**src/rtl/mmu_pkg.sv**
```systemverilog
// mmu_pkg: shared types and constants for the TLB slice.
//   tlb_op_t     - CP0 management opcode (TLBP/TLBR/TLBWI/TLBWR)
//   tlb_entry_t  - one dual-page TLB entry
//   tlb_exc_t    - translation exception flags {refill, invalid, modified}
//   tlb_state_t  - management FSM states
//   pack_lo      - rebuilds a CP0 EntryLo word from stored fields
package mmu_pkg;

  typedef enum logic [1:0] {
    TLB_OP_TLBP  = 2'd0,
    TLB_OP_TLBR  = 2'd1,
    TLB_OP_TLBWI = 2'd2,
    TLB_OP_TLBWR = 2'd3
  } tlb_op_t;

  typedef struct packed {
    logic [18:0] vpn2;
    logic [7:0]  asid;
    logic        g;
    logic [19:0] pfn0;
    logic [2:0]  c0;
    logic        d0;
    logic        v0;
    logic [19:0] pfn1;
    logic [2:0]  c1;
    logic        d1;
    logic        v1;
  } tlb_entry_t;

  typedef struct packed {
    logic refill;
    logic invalid;
    logic modified;
  } tlb_exc_t;

  typedef enum logic [1:0] {
    ST_IDLE  = 2'd0,
    ST_PROBE = 2'd1,
    ST_RESP  = 2'd2
  } tlb_state_t;

  // kseg0/kseg1 select bits: addresses here bypass the TLB
  localparam logic [1:0] KSEG_UNMAPPED = 2'b10;

  // EntryLo layout: PFN[25:6], C[5:3], D[2], V[1], G[0]
  function automatic logic [31:0] pack_lo(input logic [19:0] pfn, input logic [2:0] c,
                                          input logic d, input logic v, input logic g);
    return {6'b000000, pfn, c, d, v, g};
  endfunction

endpackage

```
**src/rtl/tlb_match.sv**
```systemverilog
// tlb_match: combinational associative match of one VPN2/ASID against the
// whole entry array.
//   vpn2_tab/asid_tab/g_tab - per-entry tag fields
//   vpn2/asid               - key being looked up
//   hit                     - at least one entry matches
//   idx                     - lowest matching index (0 when no hit)
//   multi                   - more than one entry matches (TLB_MULTIHIT_EN builds
//                             only, otherwise tied 0)
module tlb_match #(
  parameter int NENTRY = 16,
  parameter int IDXW   = $clog2(NENTRY)
) (
  input  logic [NENTRY-1:0][18:0] vpn2_tab,
  input  logic [NENTRY-1:0][7:0]  asid_tab,
  input  logic [NENTRY-1:0]       g_tab,
  input  logic [18:0]             vpn2,
  input  logic [7:0]              asid,
  output logic                    hit,
  output logic [IDXW-1:0]         idx,
  output logic                    multi
);

  logic [NENTRY-1:0] match_s;

  // per-entry tag compare; global entries ignore the ASID
  always_comb begin
    match_s = '0;
    for (int i = 0; i < NENTRY; i++) begin
      match_s[i] = (vpn2_tab[i] == vpn2) && (g_tab[i] || (asid_tab[i] == asid));
    end
  end

  // priority encode: scanning downward leaves the lowest match in idx
  always_comb begin
    hit = |match_s;
    idx = '0;
    for (int i = NENTRY - 1; i >= 0; i--) begin
      idx = match_s[i] ? IDXW'(i) : idx;
    end
  end

`ifdef TLB_MULTIHIT_EN
  // clearing the lowest set bit leaves something only if two or more matched
  always_comb begin
    multi = ((match_s & (match_s - 1'b1)) != '0);
  end
`else
  assign multi = 1'b0;
`endif

endmodule

```
**src/rtl/tlb_unit.sv**
```systemverilog
// tlb_unit: TLB entry array, CP0 management responder and fetch/data
// address translation.
//   clk, resetn           - clock, async active-low reset
//   req_*                 - CP0 TLBP/TLBR/TLBWI/TLBWR request channel
//   resp_*                - TLBP/TLBR result, resp_valid pulses one cycle
//   wired, wired_we       - CP0 Wired value and write strobe
//   random                - Random register owned here
//   asid                  - current ASID for fetch/data lookups
//   i_*, d_*              - fetch and data translation ports, results
//                           registered one cycle after the request
//   multihit              - multiple-match pulse when built with
//                           TLB_MULTIHIT_EN, otherwise constant 0
module tlb_unit
  import mmu_pkg::*;
#(
  parameter int NENTRY = 16,
  parameter int IDXW   = $clog2(NENTRY)
) (
  input  logic            clk,
  input  logic            resetn,
  input  logic            req_valid,
  output logic            req_ready,
  input  logic [1:0]      req_op,
  input  logic [31:0]     req_index,
  input  logic [31:0]     req_entry_hi,
  input  logic [31:0]     req_entry_lo0,
  input  logic [31:0]     req_entry_lo1,
  output logic            resp_valid,
  output logic [31:0]     resp_index,
  output logic [31:0]     resp_entry_hi,
  output logic [31:0]     resp_entry_lo0,
  output logic [31:0]     resp_entry_lo1,
  input  logic [IDXW-1:0] wired,
  input  logic            wired_we,
  output logic [IDXW-1:0] random,
  input  logic [7:0]      asid,
  input  logic [31:0]     i_vaddr,
  input  logic            i_req,
  output logic [31:0]     i_paddr,
  output logic [2:0]      i_exc,
  input  logic [31:0]     d_vaddr,
  input  logic            d_req,
  input  logic            d_write,
  output logic [31:0]     d_paddr,
  output logic [2:0]      d_exc,
  output logic            multihit
);

  localparam logic [IDXW-1:0] RAND_TOP = IDXW'(NENTRY - 1);

  tlb_entry_t             entries_r [NENTRY];
  logic [NENTRY-1:0][18:0] vpn2_tab_s;
  logic [NENTRY-1:0][7:0]  asid_tab_s;
  logic [NENTRY-1:0]       g_tab_s;

  tlb_state_t      state_r, state_next_s;
  tlb_op_t         op_s;
  logic            handshake_s;
  logic            ready_r;
  logic [IDXW-1:0] random_r;
  logic [IDXW-1:0] wr_idx_s;
  tlb_entry_t      wr_entry_s;
  tlb_entry_t      rd_entry_s;

  logic [18:0]     probe_vpn2_r;
  logic [7:0]      probe_asid_r;

  logic            resp_valid_r;
  logic [31:0]     resp_index_r, resp_hi_r, resp_lo0_r, resp_lo1_r;

  logic            i_hit_s, d_hit_s, p_hit_s;
  logic [IDXW-1:0] i_idx_s, d_idx_s, p_idx_s;
  logic            i_multi_s, d_multi_s, p_multi_s;
  logic [34:0]     i_res_s, d_res_s;
  logic [31:0]     i_paddr_r, d_paddr_r;
  logic [2:0]      i_exc_r, d_exc_r;

  logic            unused_s;

  assign op_s        = tlb_op_t'(req_op);
  assign handshake_s = req_valid & ready_r;
  assign wr_idx_s    = (op_s == TLB_OP_TLBWR) ? random_r : req_index[IDXW-1:0];
  assign rd_entry_s  = entries_r[req_index[IDXW-1:0]];

  // fields outside the architected EntryHi/EntryLo/Index layout are ignored
  assign unused_s = ^{req_index[31:IDXW], req_entry_hi[12:8],
                      req_entry_lo0[31:26], req_entry_lo1[31:26]};

  // new entry image from the CP0 registers; an entry is global only if both halves say so
  always_comb begin
    wr_entry_s      = '0;
    wr_entry_s.vpn2 = req_entry_hi[31:13];
    wr_entry_s.asid = req_entry_hi[7:0];
    wr_entry_s.g    = req_entry_lo0[0] & req_entry_lo1[0];
    wr_entry_s.pfn0 = req_entry_lo0[25:6];
    wr_entry_s.c0   = req_entry_lo0[5:3];
    wr_entry_s.d0   = req_entry_lo0[2];
    wr_entry_s.v0   = req_entry_lo0[1];
    wr_entry_s.pfn1 = req_entry_lo1[25:6];
    wr_entry_s.c1   = req_entry_lo1[5:3];
    wr_entry_s.d1   = req_entry_lo1[2];
    wr_entry_s.v1   = req_entry_lo1[1];
  end

  // tag fields flattened for the match units
  always_comb begin
    vpn2_tab_s = '0;
    asid_tab_s = '0;
    g_tab_s    = '0;
    for (int i = 0; i < NENTRY; i++) begin
      vpn2_tab_s[i] = entries_r[i].vpn2;
      asid_tab_s[i] = entries_r[i].asid;
      g_tab_s[i]    = entries_r[i].g;
    end
  end

  tlb_match #(.NENTRY(NENTRY), .IDXW(IDXW)) u_match_i (
    .vpn2_tab(vpn2_tab_s), .asid_tab(asid_tab_s), .g_tab(g_tab_s),
    .vpn2(i_vaddr[31:13]), .asid(asid),
    .hit(i_hit_s), .idx(i_idx_s), .multi(i_multi_s)
  );

  tlb_match #(.NENTRY(NENTRY), .IDXW(IDXW)) u_match_d (
    .vpn2_tab(vpn2_tab_s), .asid_tab(asid_tab_s), .g_tab(g_tab_s),
    .vpn2(d_vaddr[31:13]), .asid(asid),
    .hit(d_hit_s), .idx(d_idx_s), .multi(d_multi_s)
  );

  tlb_match #(.NENTRY(NENTRY), .IDXW(IDXW)) u_match_p (
    .vpn2_tab(vpn2_tab_s), .asid_tab(asid_tab_s), .g_tab(g_tab_s),
    .vpn2(probe_vpn2_r), .asid(probe_asid_r),
    .hit(p_hit_s), .idx(p_idx_s), .multi(p_multi_s)
  );

  // translate one address against its selected entry; returns {paddr, exc}
  function automatic logic [34:0] xlate(input logic [31:0] vaddr, input logic hit,
                                        input tlb_entry_t e, input logic is_store);
    logic [19:0] pfn;
    logic        v;
    logic        d;
    logic [34:0] r;
    pfn = vaddr[12] ? e.pfn1 : e.pfn0;
    v   = vaddr[12] ? e.v1   : e.v0;
    d   = vaddr[12] ? e.d1   : e.d0;
    if (vaddr[31:30] == KSEG_UNMAPPED) begin
      r = {3'b000, vaddr[28:0], 3'b000};
    end else if (!hit) begin
      r = {32'h0000_0000, 3'b100};
    end else if (!v) begin
      r = {32'h0000_0000, 3'b010};
    end else if (is_store && !d) begin
      r = {32'h0000_0000, 3'b001};
    end else begin
      r = {pfn, vaddr[11:0], 3'b000};
    end
    return r;
  endfunction

  assign i_res_s = xlate(i_vaddr, i_hit_s, entries_r[i_idx_s], 1'b0);
  assign d_res_s = xlate(d_vaddr, d_hit_s, entries_r[d_idx_s], d_write);

  // entry array: cleared on reset, written by TLBWI/TLBWR at the handshake edge
  always_ff @(posedge clk or negedge resetn) begin
    if (!resetn) begin
      for (int i = 0; i < NENTRY; i++) begin
        entries_r[i] <= '0;
      end
    end else if (handshake_s && ((op_s == TLB_OP_TLBWI) || (op_s == TLB_OP_TLBWR))) begin
      entries_r[wr_idx_s] <= wr_entry_s;
    end
  end

  // Random: counts down to Wired then wraps; Wired/TLBWR writes restart it
  always_ff @(posedge clk or negedge resetn) begin
    if (!resetn) begin
      random_r <= RAND_TOP;
    end else if (wired_we || (handshake_s && (op_s == TLB_OP_TLBWR))) begin
      random_r <= RAND_TOP;
    end else if ((wired >= RAND_TOP) || (random_r == wired)) begin
      random_r <= RAND_TOP;
    end else begin
      random_r <= random_r - 1'b1;
    end
  end

  // management FSM state register
  always_ff @(posedge clk or negedge resetn) begin
    if (!resetn) begin
      state_r <= ST_IDLE;
    end else begin
      state_r <= state_next_s;
    end
  end

  // management FSM next state: writes complete in IDLE, reads/probes respond
  always_comb begin
    state_next_s = state_r;
    case (state_r)
      ST_IDLE: begin
        if (handshake_s && (op_s == TLB_OP_TLBP)) begin
          state_next_s = ST_PROBE;
        end else if (handshake_s && (op_s == TLB_OP_TLBR)) begin
          state_next_s = ST_RESP;
        end else begin
          state_next_s = ST_IDLE;
        end
      end
      ST_PROBE: state_next_s = ST_RESP;
      ST_RESP:  state_next_s = ST_IDLE;
      default:  state_next_s = ST_IDLE;
    endcase
  end

  // probe key captured at the TLBP handshake
  always_ff @(posedge clk or negedge resetn) begin
    if (!resetn) begin
      probe_vpn2_r <= '0;
      probe_asid_r <= '0;
    end else if (handshake_s && (op_s == TLB_OP_TLBP)) begin
      probe_vpn2_r <= req_entry_hi[31:13];
      probe_asid_r <= req_entry_hi[7:0];
    end
  end

  // response registers; resp_valid is high exactly while the FSM sits in RESP
  always_ff @(posedge clk or negedge resetn) begin
    if (!resetn) begin
      ready_r      <= 1'b1;
      resp_valid_r <= 1'b0;
      resp_index_r <= '0;
      resp_hi_r    <= '0;
      resp_lo0_r   <= '0;
      resp_lo1_r   <= '0;
    end else begin
      ready_r      <= (state_next_s == ST_IDLE);
      resp_valid_r <= (state_next_s == ST_RESP);
      if (state_r == ST_PROBE) begin
        resp_index_r <= p_hit_s ? {{(32-IDXW){1'b0}}, p_idx_s} : 32'h8000_0000;
      end
      if ((state_r == ST_IDLE) && handshake_s && (op_s == TLB_OP_TLBR)) begin
        resp_hi_r  <= {rd_entry_s.vpn2, 5'b00000, rd_entry_s.asid};
        resp_lo0_r <= pack_lo(rd_entry_s.pfn0, rd_entry_s.c0, rd_entry_s.d0,
                              rd_entry_s.v0, rd_entry_s.g);
        resp_lo1_r <= pack_lo(rd_entry_s.pfn1, rd_entry_s.c1, rd_entry_s.d1,
                              rd_entry_s.v1, rd_entry_s.g);
      end
    end
  end

  // fetch translation result, held while i_req is low
  always_ff @(posedge clk or negedge resetn) begin
    if (!resetn) begin
      i_paddr_r <= '0;
      i_exc_r   <= '0;
    end else if (i_req) begin
      i_paddr_r <= i_res_s[34:3];
      i_exc_r   <= i_res_s[2:0];
    end
  end

  // data translation result, held while d_req is low
  always_ff @(posedge clk or negedge resetn) begin
    if (!resetn) begin
      d_paddr_r <= '0;
      d_exc_r   <= '0;
    end else if (d_req) begin
      d_paddr_r <= d_res_s[34:3];
      d_exc_r   <= d_res_s[2:0];
    end
  end

`ifdef TLB_MULTIHIT_EN
  logic multihit_r;

  // multihit pulse lines up with the registered lookup result or with resp_valid
  always_ff @(posedge clk or negedge resetn) begin
    if (!resetn) begin
      multihit_r <= 1'b0;
    end else begin
      multihit_r <= (i_req && (i_vaddr[31:30] != KSEG_UNMAPPED) && i_multi_s) ||
                    (d_req && (d_vaddr[31:30] != KSEG_UNMAPPED) && d_multi_s) ||
                    ((state_r == ST_PROBE) && p_multi_s);
    end
  end
  assign multihit = multihit_r;
`else
  logic multi_unused_s;
  assign multi_unused_s = i_multi_s ^ d_multi_s ^ p_multi_s;
  assign multihit = 1'b0;
`endif

  assign req_ready      = ready_r;
  assign random         = random_r;
  assign resp_valid     = resp_valid_r;
  assign resp_index     = resp_index_r;
  assign resp_entry_hi  = resp_hi_r;
  assign resp_entry_lo0 = resp_lo0_r;
  assign resp_entry_lo1 = resp_lo1_r;
  assign i_paddr        = i_paddr_r;
  assign i_exc          = {i_exc_r[2:1], 1'b0};
  assign d_paddr        = d_paddr_r;
  assign d_exc          = d_exc_r;

endmodule

```
**config.mk**
```make
export PLATFORM = sky130hd
export DESIGN_NAME = tlb_unit
export DESIGN_NICKNAME = d
export VERILOG_FILES = /design/src/rtl/mmu_pkg.sv /design/src/rtl/tlb_match.sv /design/src/rtl/tlb_unit.sv
export SDC_FILE = /design/constraint.sdc
export NUM_CORES = 2
export LEC_CHECK = 0
export CELL_PAD_IN_SITES_DETAIL_PLACEMENT = 0
export CELL_PAD_IN_SITES_GLOBAL_PLACEMENT = 1
export CORE_ASPECT_RATIO = 1.75
export CORE_MARGIN = 1
export CORE_UTILIZATION = 55
export DETAILED_ROUTE_END_ITERATION = 8
export PLACE_DENSITY = 0.83
export SLEW_MARGIN = 20
export SYNTH_ARGS = -nofsm -noshare
export SYNTH_HDL_FRONTEND = slang
export SYNTH_HIERARCHICAL = 1
export SYNTH_SLANG_ARGS = --single-unit
```
**constraint.sdc**
```tcl
create_clock -name clk -period 5.65 [get_ports clk]
set_input_delay 0.565 -clock clk [delete_from_list [all_inputs] [get_ports clk]]
set_output_delay 0.565 -clock clk [all_outputs]
set_load 0.01 [all_outputs]
```
==> impl_metrics.toml <==
[outcome]
status = "complete, no violations"

[cells_and_area]
n_fill_cell = 12600
drive_gt1_frac = 0.394
regArea_um2 = 35900
final_util = 0.640
multiInputGateArea_um2 = 51400
nets = 7698
areaGrowthSynthToFinish_pct = 15.8

[timing]
finalHoldViolations = 0
slew_headroom = 0.0948
fin_crit_sh = 0.992
timing.hold.ws_ns = 0.179
setup-violations-final = 0
fin_tns_setup_ns = 0
tightestPinTransition_ns = 1.35
max_freq_mhz = 178
finalClockSkew_ns = 0.0527
min_period_ns = 5.61
rsz0062_at_grt = "no"
slew_viol_final = 0

[global_route]
met1_usage = 0.502
grt-busiest-layer = "met2"
grt_pass1_wl_um = 538000
grt_max_degree = 194
met2_usage = 0.713
grt_util_met3 = 0.129
grt.overflow.total = 0
grt_util_all_layers = 0.464
grt_pass1_vias = 69500
antenna_found_initial = 45

[routing]
routed_wl_um = 383000
drc_errors = 0
viasPerCell = 6.93
wl_per_cell_um = 39.1
first_pass_iters = 7
drtIter0Drc = 7023
dr_total_vias = 67900
postRouteAntennaNets = 0

[power]
irDropWorstVdd_mv = 0.352
leakage_nw = 46.0
power.density_nw_per_um2 = 360
total_power_mw = 37.9

[cts]
numCtsBuffers = 150
clockBufferDepth = 4
cts-root-buf = "clkbuf_16"
cts_max_level = 4
clkTransAtPathRegs_ns = 0.07
cts_tree = "yes"
worstSkewPairLatency_ns = 0.85
numClockSinks = 1435

[floorplan]
die_h_um = 540
dieArea_um2 = 167000
rows = 197
initial_utilization = 0.553
die_w_um = 309
core_um2 = 164000
io_pins = 418

[critical_path]
crit_fanout = 23
worstSetupStartpointType = "register"
cp.arrival_ns = 6.28
worstSetupEndpointType = "register"
ff2ff_setup_slack_ns = 0.04
worstPathRequired_ns = 6.32
worstSetupPathType = "reg2reg"

[job]
drv_cap = 0

[yosys]
ys.warnings.count = 6
syn-mean-instance-area_um2 = 13.1
synthCells = 6956
syn-cell-area_um2 = 90900

[placement]
dp_hpwl_um = 265000
port_buffers = 326
routabilityCongestion = 1.05

[min_path]
hold_class = "in2reg"
cells in the final DEF (no fill, tap or decap), types with 99 or more instances in the layout:
cell	instances
dfrtp_1	1421
mux2_2	1350
xor2_1	1156
mux4_2	623
buf_4	544
clkdlybuf4s50_1	308
mux2i_1	305
nor4_1	287
clkbuf_16	155
xnor2_1	146
buf_12	130
a21oi_1	128
nand2_1	107
nor2_1	99
state kept, by name, indices dropped and copies added, names as in the netlist:
| register | cells |
|---|---|
| asid_tab_s | 128 |
| d_exc | 3 |
| d_paddr | 32 |
| entries_r | 1120 |
| i_exc_r | 2 |
| i_paddr | 32 |
| probe_asid_r | 8 |
| probe_vpn2_r | 19 |
| random | 4 |
| req_ready | 1 |
| resp_entry_hi | 27 |
| resp_entry_lo0 | 25 |
| resp_entry_lo1 | 26 |
| resp_index | 5 |
| resp_valid | 1 |
| state_r | 2 |
critical path: stages, from the launching register on:
cell,delay (ns)
dfrtp_1,0.93
xor2_1,0.14
nor4_1,0.42
nand4_1,0.34
nor3_1,0.32
a21oi_1,0.07
o21ai_1,0.13
a21oi_1,0.10
o211ai_1,0.21
a22o_4,0.27
buf_12,0.27
buf_4,0.19
nor2b_4,0.28
buf_4,0.30
nand2_1,0.11
nand3_1,0.13
nand2_1,0.06
o311ai_0,0.72
buf_4,0.28
a31oi_1,0.08
area by class of cell:
cell class	count	area share
inverters	35	0.00125
diodes	25	0.000594
repair buffers	1006	0.0951
well taps	2189	0.0260
flip-flops and latches	1435	0.341
clock inverters	54	0.00585
clock buffers	207	0.0413
multi-input cells	4856	0.489
worst paths after layout:
path | depth (start not counted) | end | startpoint
max in group asynchronous | 4 | entries_r[1019] | resetn
hold reg to reg | 1 | random[0] | random[0]
setup reg to reg | 19 | i_paddr[23] | entries_r[232]
setup / recovery | 19 | i_paddr[23] | entries_r[232]
min in group asynchronous | 2 | probe_vpn2_r[16] | resetn
hold / removal | 3 | i_exc_r[1] | i_req
metrics by stage:
stage / std cells / worst slack (ns) / instance area, um2
after floorplan: 7001 / 1.52 / 91100
after global placement: 9515 / -0.406 / 100000
after detailed placement: 9516 / -0.447 / 100000
after CTS: 9778 / 0.322 / 105000
after global routing: 9793 / 0.0644 / 105000
final: 9807 / 0.0443 / 105000
report_power, final:
| part | total [mW] | switching, mW | leakage (nW) | internal, mW |
|---|---|---|---|---|
| Combinational | 11.1 | 5.16 | 24.8 | 5.98 |
| Sequential | 16.4 | 3.73 | 18.7 | 12.6 |
| Clock | 10.4 | 4.44 | 2.41 | 5.93 |
| Total | 37.9 | 13.3 | 46.0 | 24.5 |
timing repair:
action / CTS / global route
hold buffers: 1 / 0
setup buffers: 0 / 0
endpoints found under the setup margin: 0 / 2
resized for setup: 0 / 2
endpoints found under the hold margin: 99 / 0
layer usage:
layer | routed length, um | part of all wire
met1 | 122000 | 0.32
met2 | 176000 | 0.46
met3 | 36300 | 0.095
met4 | 49300 | 0.13
met5 | 303 | 0.00079
No activity file was read; power rests on OpenSTA's default activity.
